<file path="config.mk">
export PLATFORM = sky130hd
export DESIGN_NAME = shift_arbiter_4bit_flat
export DESIGN_NICKNAME = d
export VERILOG_FILES = /design/src/rtl/shift_arbiter_4bit_if.sv /design/src/rtl/shift_arbiter_4bit.sv /design/src/flat_wrapper.sv
export SDC_FILE = /design/constraint.sdc
export NUM_CORES = 1
export LEC_CHECK = 0
export ABC_AREA = 0
export CAP_MARGIN = 20
export CORE_MARGIN = 2
export CORE_UTILIZATION = 50
export DETAILED_ROUTE_END_ITERATION = 8
export PLACE_DENSITY = 0.87
export SLEW_MARGIN = 20
export SYNTH_ARGS = -nofsm -noshare
export SYNTH_HDL_FRONTEND = slang
export SYNTH_SLANG_ARGS = --single-unit
</file>
<file path="constraint.sdc">
create_clock -name clk -period 5.4 [get_ports clk]
set_input_delay 1.62 -clock clk [delete_from_list [all_inputs] [get_ports clk]]
set_output_delay 1.62 -clock clk [all_outputs]
set_load 0.05 [all_outputs]
</file>
<file path="src/rtl/shift_arbiter_4bit_if.sv">
// Request/result bus for shift_arbiter_4bit: two requester ports, one result port, and completion counters.
interface shift_arbiter_4bit_if #(
    parameter int CNT_W = 8
);
    logic             req0_valid;
    logic             req0_ready;
    logic [3:0]       req0_a;
    logic [3:0]       req0_b;
    logic [1:0]       req0_sel;
    logic             req1_valid;
    logic             req1_ready;
    logic [3:0]       req1_a;
    logic [3:0]       req1_b;
    logic [1:0]       req1_sel;
    logic             out_valid;
    logic             out_ready;
    logic [3:0]       out_data;
    logic             out_id;
    logic [CNT_W-1:0] cnt0;
    logic [CNT_W-1:0] cnt1;

    modport master (
        output req0_valid, req0_a, req0_b, req0_sel,
        output req1_valid, req1_a, req1_b, req1_sel,
        output out_ready,
        input  req0_ready, req1_ready, out_valid, out_data, out_id, cnt0, cnt1
    );

    modport slave (
        input  req0_valid, req0_a, req0_b, req0_sel,
        input  req1_valid, req1_a, req1_b, req1_sel,
        input  out_ready,
        output req0_ready, req1_ready, out_valid, out_data, out_id, cnt0, cnt1
    );
endinterface

</file>
<file path="src/rtl/shift_arbiter_4bit.sv">
// Two-port arbiter sharing one 4-bit shifter, with a single-entry result register.
//   state    | meaning
//   ST_EMPTY | result register holds nothing, any granted request is accepted
//   ST_FULL  | result register valid, accept only when the consumer drains this cycle
module shift_arbiter_4bit #(
    parameter int ARB_MODE = 0,
    parameter int CNT_W    = 8
) (
    input logic                 clk,
    input logic                 rst_n,
    shift_arbiter_4bit_if.slave bus
);
    localparam logic [0:0] ST_EMPTY = 1'b0;
    localparam logic [0:0] ST_FULL  = 1'b1;

    logic [0:0]       state;
    logic             rr_ptr;
    logic [3:0]       out_data_q;
    logic             out_id_q;
    logic [CNT_W-1:0] cnt0_q;
    logic [CNT_W-1:0] cnt1_q;

    logic free;
    logic gnt0;
    logic gnt1;
    logic acc0;
    logic acc1;
    logic drain;

    function automatic logic [3:0] shift_op(input logic [3:0] a, input logic [3:0] b,
                                            input logic [1:0] sel);
        logic big;
        big = (b[3:2] != 2'b00);
        case (sel)
            2'b00:   shift_op = big ? 4'b0000 : (a << b[1:0]);
            2'b01:   shift_op = big ? 4'b0000 : (a >> b[1:0]);
            2'b10:   shift_op = big ? {4{a[3]}} : 4'($signed(a) >>> b[1:0]);
            default: shift_op = a;
        endcase
    endfunction

    assign free  = (state == ST_EMPTY) || bus.out_ready;
    assign drain = (state == ST_FULL) && bus.out_ready;

    // Port 1 wins only when port 0 is idle or it is port 1's round-robin turn.
    assign gnt1 = bus.req1_valid && (!bus.req0_valid || ((ARB_MODE == 0) && rr_ptr));
    assign gnt0 = bus.req0_valid && !gnt1;
    assign acc0 = gnt0 && free && rst_n;
    assign acc1 = gnt1 && free && rst_n;

    assign bus.req0_ready = acc0;
    assign bus.req1_ready = acc1;
    assign bus.out_valid  = (state == ST_FULL);
    assign bus.out_data   = out_data_q;
    assign bus.out_id     = out_id_q;
    assign bus.cnt0       = cnt0_q;
    assign bus.cnt1       = cnt1_q;

    always_ff @(posedge clk) begin
        if (!rst_n) begin
            state      <= ST_EMPTY;
            rr_ptr     <= 1'b0;
            out_data_q <= 4'b0000;
            out_id_q   <= 1'b0;
            cnt0_q     <= '0;
            cnt1_q     <= '0;
        end else begin
            if (acc0) begin
                state      <= ST_FULL;
                out_data_q <= shift_op(bus.req0_a, bus.req0_b, bus.req0_sel);
                out_id_q   <= 1'b0;
                if (ARB_MODE == 0) rr_ptr <= 1'b1;
            end else if (acc1) begin
                state      <= ST_FULL;
                out_data_q <= shift_op(bus.req1_a, bus.req1_b, bus.req1_sel);
                out_id_q   <= 1'b1;
                if (ARB_MODE == 0) rr_ptr <= 1'b0;
            end else if (drain) begin
                state <= ST_EMPTY;
            end

            // Counters saturate so a long-running port cannot alias back to zero.
            if (drain && !out_id_q && (cnt0_q != {CNT_W{1'b1}}))
                cnt0_q <= cnt0_q + {{(CNT_W-1){1'b0}}, 1'b1};
            if (drain && out_id_q && (cnt1_q != {CNT_W{1'b1}}))
                cnt1_q <= cnt1_q + {{(CNT_W-1){1'b0}}, 1'b1};
        end
    end
endmodule

</file>
<file path="src/flat_wrapper.sv">
// flat-port wrapper written by rule: the top's interface ports become plain ports
module shift_arbiter_4bit_flat 
#(
    parameter int ARB_MODE = 0,
    parameter int CNT_W    = 8
)
  (clk, rst_n, bus_req0_valid, bus_req0_a, bus_req0_b, bus_req0_sel, bus_req1_valid, bus_req1_a, bus_req1_b, bus_req1_sel, bus_out_ready, bus_req0_ready, bus_req1_ready, bus_out_valid, bus_out_data, bus_out_id, bus_cnt0, bus_cnt1);
  shift_arbiter_4bit_if #(.CNT_W(CNT_W)) bus_i ();
  input logic clk;
  input logic rst_n;
  input wire logic [$bits(bus_i.req0_valid)-1:0] bus_req0_valid;
  input wire logic [$bits(bus_i.req0_a)-1:0] bus_req0_a;
  input wire logic [$bits(bus_i.req0_b)-1:0] bus_req0_b;
  input wire logic [$bits(bus_i.req0_sel)-1:0] bus_req0_sel;
  input wire logic [$bits(bus_i.req1_valid)-1:0] bus_req1_valid;
  input wire logic [$bits(bus_i.req1_a)-1:0] bus_req1_a;
  input wire logic [$bits(bus_i.req1_b)-1:0] bus_req1_b;
  input wire logic [$bits(bus_i.req1_sel)-1:0] bus_req1_sel;
  input wire logic [$bits(bus_i.out_ready)-1:0] bus_out_ready;
  output wire logic [$bits(bus_i.req0_ready)-1:0] bus_req0_ready;
  output wire logic [$bits(bus_i.req1_ready)-1:0] bus_req1_ready;
  output wire logic [$bits(bus_i.out_valid)-1:0] bus_out_valid;
  output wire logic [$bits(bus_i.out_data)-1:0] bus_out_data;
  output wire logic [$bits(bus_i.out_id)-1:0] bus_out_id;
  output wire logic [$bits(bus_i.cnt0)-1:0] bus_cnt0;
  output wire logic [$bits(bus_i.cnt1)-1:0] bus_cnt1;
  assign bus_i.req0_valid = bus_req0_valid;
  assign bus_i.req0_a = bus_req0_a;
  assign bus_i.req0_b = bus_req0_b;
  assign bus_i.req0_sel = bus_req0_sel;
  assign bus_i.req1_valid = bus_req1_valid;
  assign bus_i.req1_a = bus_req1_a;
  assign bus_i.req1_b = bus_req1_b;
  assign bus_i.req1_sel = bus_req1_sel;
  assign bus_i.out_ready = bus_out_ready;
  assign bus_req0_ready = bus_i.req0_ready;
  assign bus_req1_ready = bus_i.req1_ready;
  assign bus_out_valid = bus_i.out_valid;
  assign bus_out_data = bus_i.out_data;
  assign bus_out_id = bus_i.out_id;
  assign bus_cnt0 = bus_i.cnt0;
  assign bus_cnt1 = bus_i.cnt1;
  shift_arbiter_4bit #(.ARB_MODE(ARB_MODE), .CNT_W(CNT_W)) u_core (.clk(clk), .rst_n(rst_n), .bus(bus_i));
endmodule
</file>
==> results of run 1 <==
-- layout by cell type, fill, tap and decap left out, drive strengths merged, types with 2 or more instances in the layout --
cell type,synthesis,layout
nor3,6,6
mux2i,5,5
o311ai,2,2
a211oi,2,2
nand2,23,23
a31oi,2,2
o32ai,2,2
nor2b,4,4
a21oi,7,7
nand3,11,11
o211ai,4,4
dfxtp,23,23
clkbuf,2,4
o21ai,15,15
inv,8,8
clkdlybuf4s50,0,46
a311oi,3,3
o2111ai,2,2
xor2,4,4
xnor2,10,10
nand2b,4,4
buf,7,2
o221ai,2,2
nor2,21,21
and2,3,3
ha,2,2
and4,3,3
o22ai,2,2
-- worst reg2reg max path, cell delays in order, from the launching register on --
cell	delay, ps
dfxtp_1	360
ha_1	230
and2_1	200
a311oi_1	560
nand3_1	180
xor2_1	150
nor2_1	50
-- registers in the layout, summed over array words and instances (netlist names) --
signal and cells:
u_core.bus.out_id 1, u_core.bus.cnt0 8, u_core.bus.out_data 4, u_core.rr_ptr 1
u_core.bus.out_valid 1, u_core.bus.cnt1 8
-- worst min path at each step --
stage	from	to	slack [ps]	cells past startpoint
floorplan	u_core.rr_ptr	u_core.rr_ptr	450	2
global placement	u_core.rr_ptr	u_core.rr_ptr	470	2
detailed placement	u_core.rr_ptr	u_core.rr_ptr	470	2
CTS	u_core.rr_ptr	u_core.rr_ptr	490	2
global route	u_core.rr_ptr	u_core.rr_ptr	510	2
finish	u_core.rr_ptr	u_core.rr_ptr	490	2
-- kinds of logic after synthesis --
group | after synthesis | share of synthesized area [%]
AO/OA/AOI/OAI | 57 | 25.81
XOR/XNOR | 14 | 7.759
adder cells (fa/ha/maj) | 2 | 1.583
buffers and inverters | 17 | 5.384
flip-flops | 23 | 29.14
multiplexers | 6 | 3.880
AND/OR/NAND/NOR | 82 | 26.45
-- metal layers --
metal	wire (microns)	vias to the layer above
li1	-	827
met1	1622	746
met2	1679	55
met3	170	4
met4	40	0
met5	0	-
-- where the power goes --
group	switching, mW	internal, mW	leakage (nW)
Combinational	0.0601	0.0442	0.546
Sequential	0.00466	0.175	0.187
Clock	0.0500	0.0289	0.0150
-- through the flow --
stage,instance area (sq um),cells
after floorplan,1580,201
after global placement,2056,284
after detailed placement,2056,284
after CTS,2082,288
after global routing,2082,288
final,2082,288
-- final cells by class --
cell class,instances,area share [%]
clock buffer,4,1.262
inverter,8,1.442
multi-input combinational,161,49.70
sequential,23,22.12
tap,44,2.644
timing repair buffer,48,22.84
==> results.cfg, run 1 <==
[status]
status = finished, final reports clean

[grt]
grt.overflow.total = 0
antenna_found_initial = 0
grt.total_usage_pct = 21.04
grt_use_met2_pct = 36.34
grt_pass1_vias = 1420
grt_use_met3_pct = 1.515
grt_pass1_wl_microns = 5920
grt_max_degree = 17
use_met1_pct = 26.44
busiest_layer = met2

[floorplanning]
coreArea_sq_um = 3028
dieArea_sq_um = 3626
start_util_pct = 52.19
ios = 49
die_width_microns = 60.22
rows = 20
die_h_microns = 60.22

[clock_tree]
clock_path_buffers = 2
cts_tree = done
insertion_delay_ps = 310
cts_resized = 0
clockRootBuffer = clkbuf_4
numCtsBuffers = 3
cts_setup_buffers = 0
cts_max_level = 1
cts.clk_slew.worst_paths_ps = 120
hold_buffers = 0
clkSinkCount = 23

[timing]
finalHoldViolCount = 0
timing.final.ws_setup_ps = 709.2
holdWs_ps = 492.3
slew_viol_final = 0
fmax_mhz = 213.2
final.setup_skew_ps = 6.658
fin_crit_sh_pct = 86.87
worst_slew_pin_slew_ps = 597.5
fin_crit_ps = 4691
finalSetupTns_ps = 0
grt_setup_unrepaired = no
slew_headroom_pct = 59.90
setup_violations = 0

[drt]
num_vias = 1632
drtAntennaViolNets = 0
first_pass_iters = 4
post_drt_wl_per_cell_microns = 12.20
viasPerCell = 5.667
dr.first_iter.drc_count = 74
drt_wl_total_microns = 3513
drcViolationCount = 0

[placement]
dpl.hpwl_microns = 2740
gp_congestion = 0.8803
port_buffers = 48
dp_slack_ps = 722.1

[critical_path]
endpoint_kind = primary output
r2r-end = u_core.bus.cnt0[4]
critical_path.top_delay_family = buffers and inverters
crit_type = primary input to primary output
arrival_ps = 3070
critPathBufInv = 3
cp.required_ps = 3780
path_depth = 5
r2r-start = u_core.bus.cnt0[0]
cp-start-kind = primary input
r2r_cells = 6
cp_slowest_stage_delay_ps = 500
critPathLaunch = bus_req0_valid
r2r_slack_ps = 3570
critical_path.max_fanout = 6
cp_slowest_cell = clkdlybuf4s50_1
endpoint = bus_req0_ready
crit_chain = clkdlybuf4s50_1 > a21boi_0 > nand3_1 > inv_1 > buf_4

[logic_synthesis]
syn-num-nets = 228
postSynthAreaPerCell_sq_um = 7.862
yosys-top-cells-area = dfxtp_1, xnor2_1, nand2_1
synth_top_area_share_pct = 29.14
synth_ff_type = dfxtp_1
synth_cell_type_count = 52
synth_area_sq_um = 1580
yosysTopAreaCell = dfxtp_1
ys_warn_count = 0
synth_edf_count = 0
netlist_instances = 201
ys_ff_latch = 23
ys_top_cells_by_count = dfxtp_1, nand2_1, nor2_1, o21ai_0, nand3_1
async_flop_share_pct = 0
ys_seq_area_share_pct = 29.14

[finish]
nets = 272
fillers = 287
final_util_pct = 68.76
multi_input_area_sq_um = 1035
syn_to_final_growth_pct = 31.75
antenna_cells = 0
drive_above_1_share_pct = 4.508
seq_area_sq_um = 460.4

[run]
drv_cap = 0

[worst_hold_path]
hold_class = flip-flop to flip-flop

[power]
power_density_nw_per_um2 = 174.4
ir_drop_uv = 77.55
p_total_uw = 363.0
p_leak_nw = 0.7479
No activity file was read; power rests on OpenSTA's default activity.
==> inputs of run 2 (changes only) <==
Settings changed: GPL_TIMING_DRIVEN set to 1.
==> results of run 2 <==
No change in the layout: final DEF, timing and power equal those of run 1.
==> inputs of run 3 (changes only) <==
Settings changed: CORE_UTILIZATION 50 to 42, CTS_CLUSTER_DIAMETER set to 40, PLACE_DENSITY 0.87 to 0.78.
Clock period 5.4 ns to 3.9 ns, I/O delays scaled along.
==> run 3 against run 2 <==
  * Critical path depth unchanged
  * Sequential share of layout area shrank 0.67 points
  * Power up 50%
  * Combinational power grew 45%
  * Utilization is 9.7 points lower
  * Die area rose by 18%
  * Clock power grew 84%
  * Via count increased by 1.4%
  * Final cell count grew 2.1%
  * Critical path type unchanged
  * Critical endpoint unchanged
==> results.cfg, run 3 (synthesis gave the netlist of run 1 again) <==
[status]
status = finished, final reports clean

[timing]
finalSetupTns_ps = 0
slew_headroom_pct = 61.18
worst_slew_pin_slew_ps = 578.4
finalHoldViolCount = 0
fmax_mhz = 275.8
grt_setup_unrepaired = no
fin_crit_ps = 3626
slew_viol_final = 0
fin_crit_sh_pct = 92.97
setup_violations = 0
final.setup_skew_ps = 9.085

[finish]
layout_commonest_cell = clkdlybuf4s50_1
antenna_cells = 0
nets = 274
final_cell_mix = clkdlybuf4s50_1, nand2_1, dfxtp_1
fillers = 358
drive_above_1_share_pct = 5.691
syn_to_final_growth_pct = 35.87
stdcell_area_sq_um = 2147

[worst_hold_path]
hp-start = u_core.rr_ptr
hold_class = flip-flop to flip-flop

[floorplanning]
ios = 49
die_h_microns = 65.34
start_util_pct = 43.49
rows = 22
die_width_microns = 65.34
dieArea_sq_um = 4269
coreArea_sq_um = 3633

[critical_path]
critical_path.max_fanout = 5
critPathLaunch = bus_req0_valid
r2r-start = u_core.bus.cnt0[0]
arrival_ps = 2460
endpoint_kind = primary output
cp.required_ps = 2730
cp-start-kind = primary input
crit_type = primary input to primary output

[placement]
gp_congestion = 0.8888
port_buffers = 48
dpl.hpwl_microns = 2928
placed_cell_area_sq_um = 2101

[drt]
post_drt_wl_per_cell_microns = 12.98
dr.first_iter.drc_count = 100
first_pass_iters = 4
drt_wl_total_microns = 3817
viasPerCell = 5.629
drtAntennaViolNets = 0
num_vias = 1655
drcViolationCount = 0

[clock_tree]
numCtsBuffers = 3
cts_max_level = 1
cts_setup_buffers = 0
clockRootBuffer = clkbuf_8
cts.clk_slew.worst_paths_ps = 90
cts_tree = done
hold_buffers = 0
clock_path_buffers = 2
clkSinkCount = 23
cts_resized = 0
insertion_delay_ps = 260

[grt]
grt.overflow.total = 0
grt.total_usage_pct = 18.87
antenna_found_initial = 0
grt_pass1_vias = 1502
grt_max_degree = 17
grt_pass1_wl_microns = 6630

[run]
drv_cap = 0

[power]
p_leak_nw = 0.7742
ir_drop_uv = 132.2
power_density_nw_per_um2 = 253.9
[run 3: changes by cell type in the layout (fill, tap and decap cells not counted), sizes merged]
cell    previous run  this run
buf                2         4
clkbuf             4         3
clkinv             0         1
[run 3: path summary, 6_finish.rpt]
path         depth (start not counted)  slack [ps]                  to
min                                  2         480       u_core.rr_ptr
max reg2reg                          6        2030  u_core.bus.cnt0[4]
min reg2reg                          2         480       u_core.rr_ptr
max                                  5         270      bus_req0_ready
[run 3: worst max-delay path, cell delays in order]
cell,delay (ps)
clkdlybuf4s50_1,500
a21boi_0,270
nand3_1,150
inv_1,200
buf_12,170
[run 3: metal layers]
metal	share of wire, %	track usage, %	up-vias	wire, microns
met5	0	0	-	0
met4	0.21	3.125	0	8
met3	5.4	2.055	2	208
met2	50	33.42	66	1897
met1	45	25.03	754	1703
li1	-	-	833	-
[run 3: cell type report]
| type | count | area, sq um | area share (%) |
|---|---|---|---|
| tap | 48 | 60.06 | 2.797 |
| clock inverter | 1 | 5.005 | 0.2331 |
| inverter | 8 | 30.03 | 1.399 |
| clock buffer | 3 | 41.29 | 1.923 |
| sequential | 23 | 460.4 | 21.45 |
| timing repair buffer | 50 | 515.5 | 24.01 |
| multi-input combinational | 161 | 1035 | 48.19 |
[run 3: power breakdown]
group          leakage [nW]  switching, mW  internal (mW)  total [mW]
combinational         0.562         0.0853         0.0657       0.151
clock                0.0255         0.0737         0.0712       0.145
sequential            0.187        0.00679          0.242       0.249
total                 0.774          0.166          0.379       0.545
[run 3: stage by stage]
step	util [%]	instances	power [mW]	setup slack, ps	hold WS [ps]
final	59.09	294	0.5451	274.1	480.9
after global routing	59.09	294	0.5735	146.9	496.0
after CTS	59.09	294	0.5481	277.5	482.1
after detailed placement	57.82	290	0.4044	293.8	469.9
after global placement	57.82	290	0.4033	338.8	477.1
after floorplan	-	201	0.3440	780.3	446.4
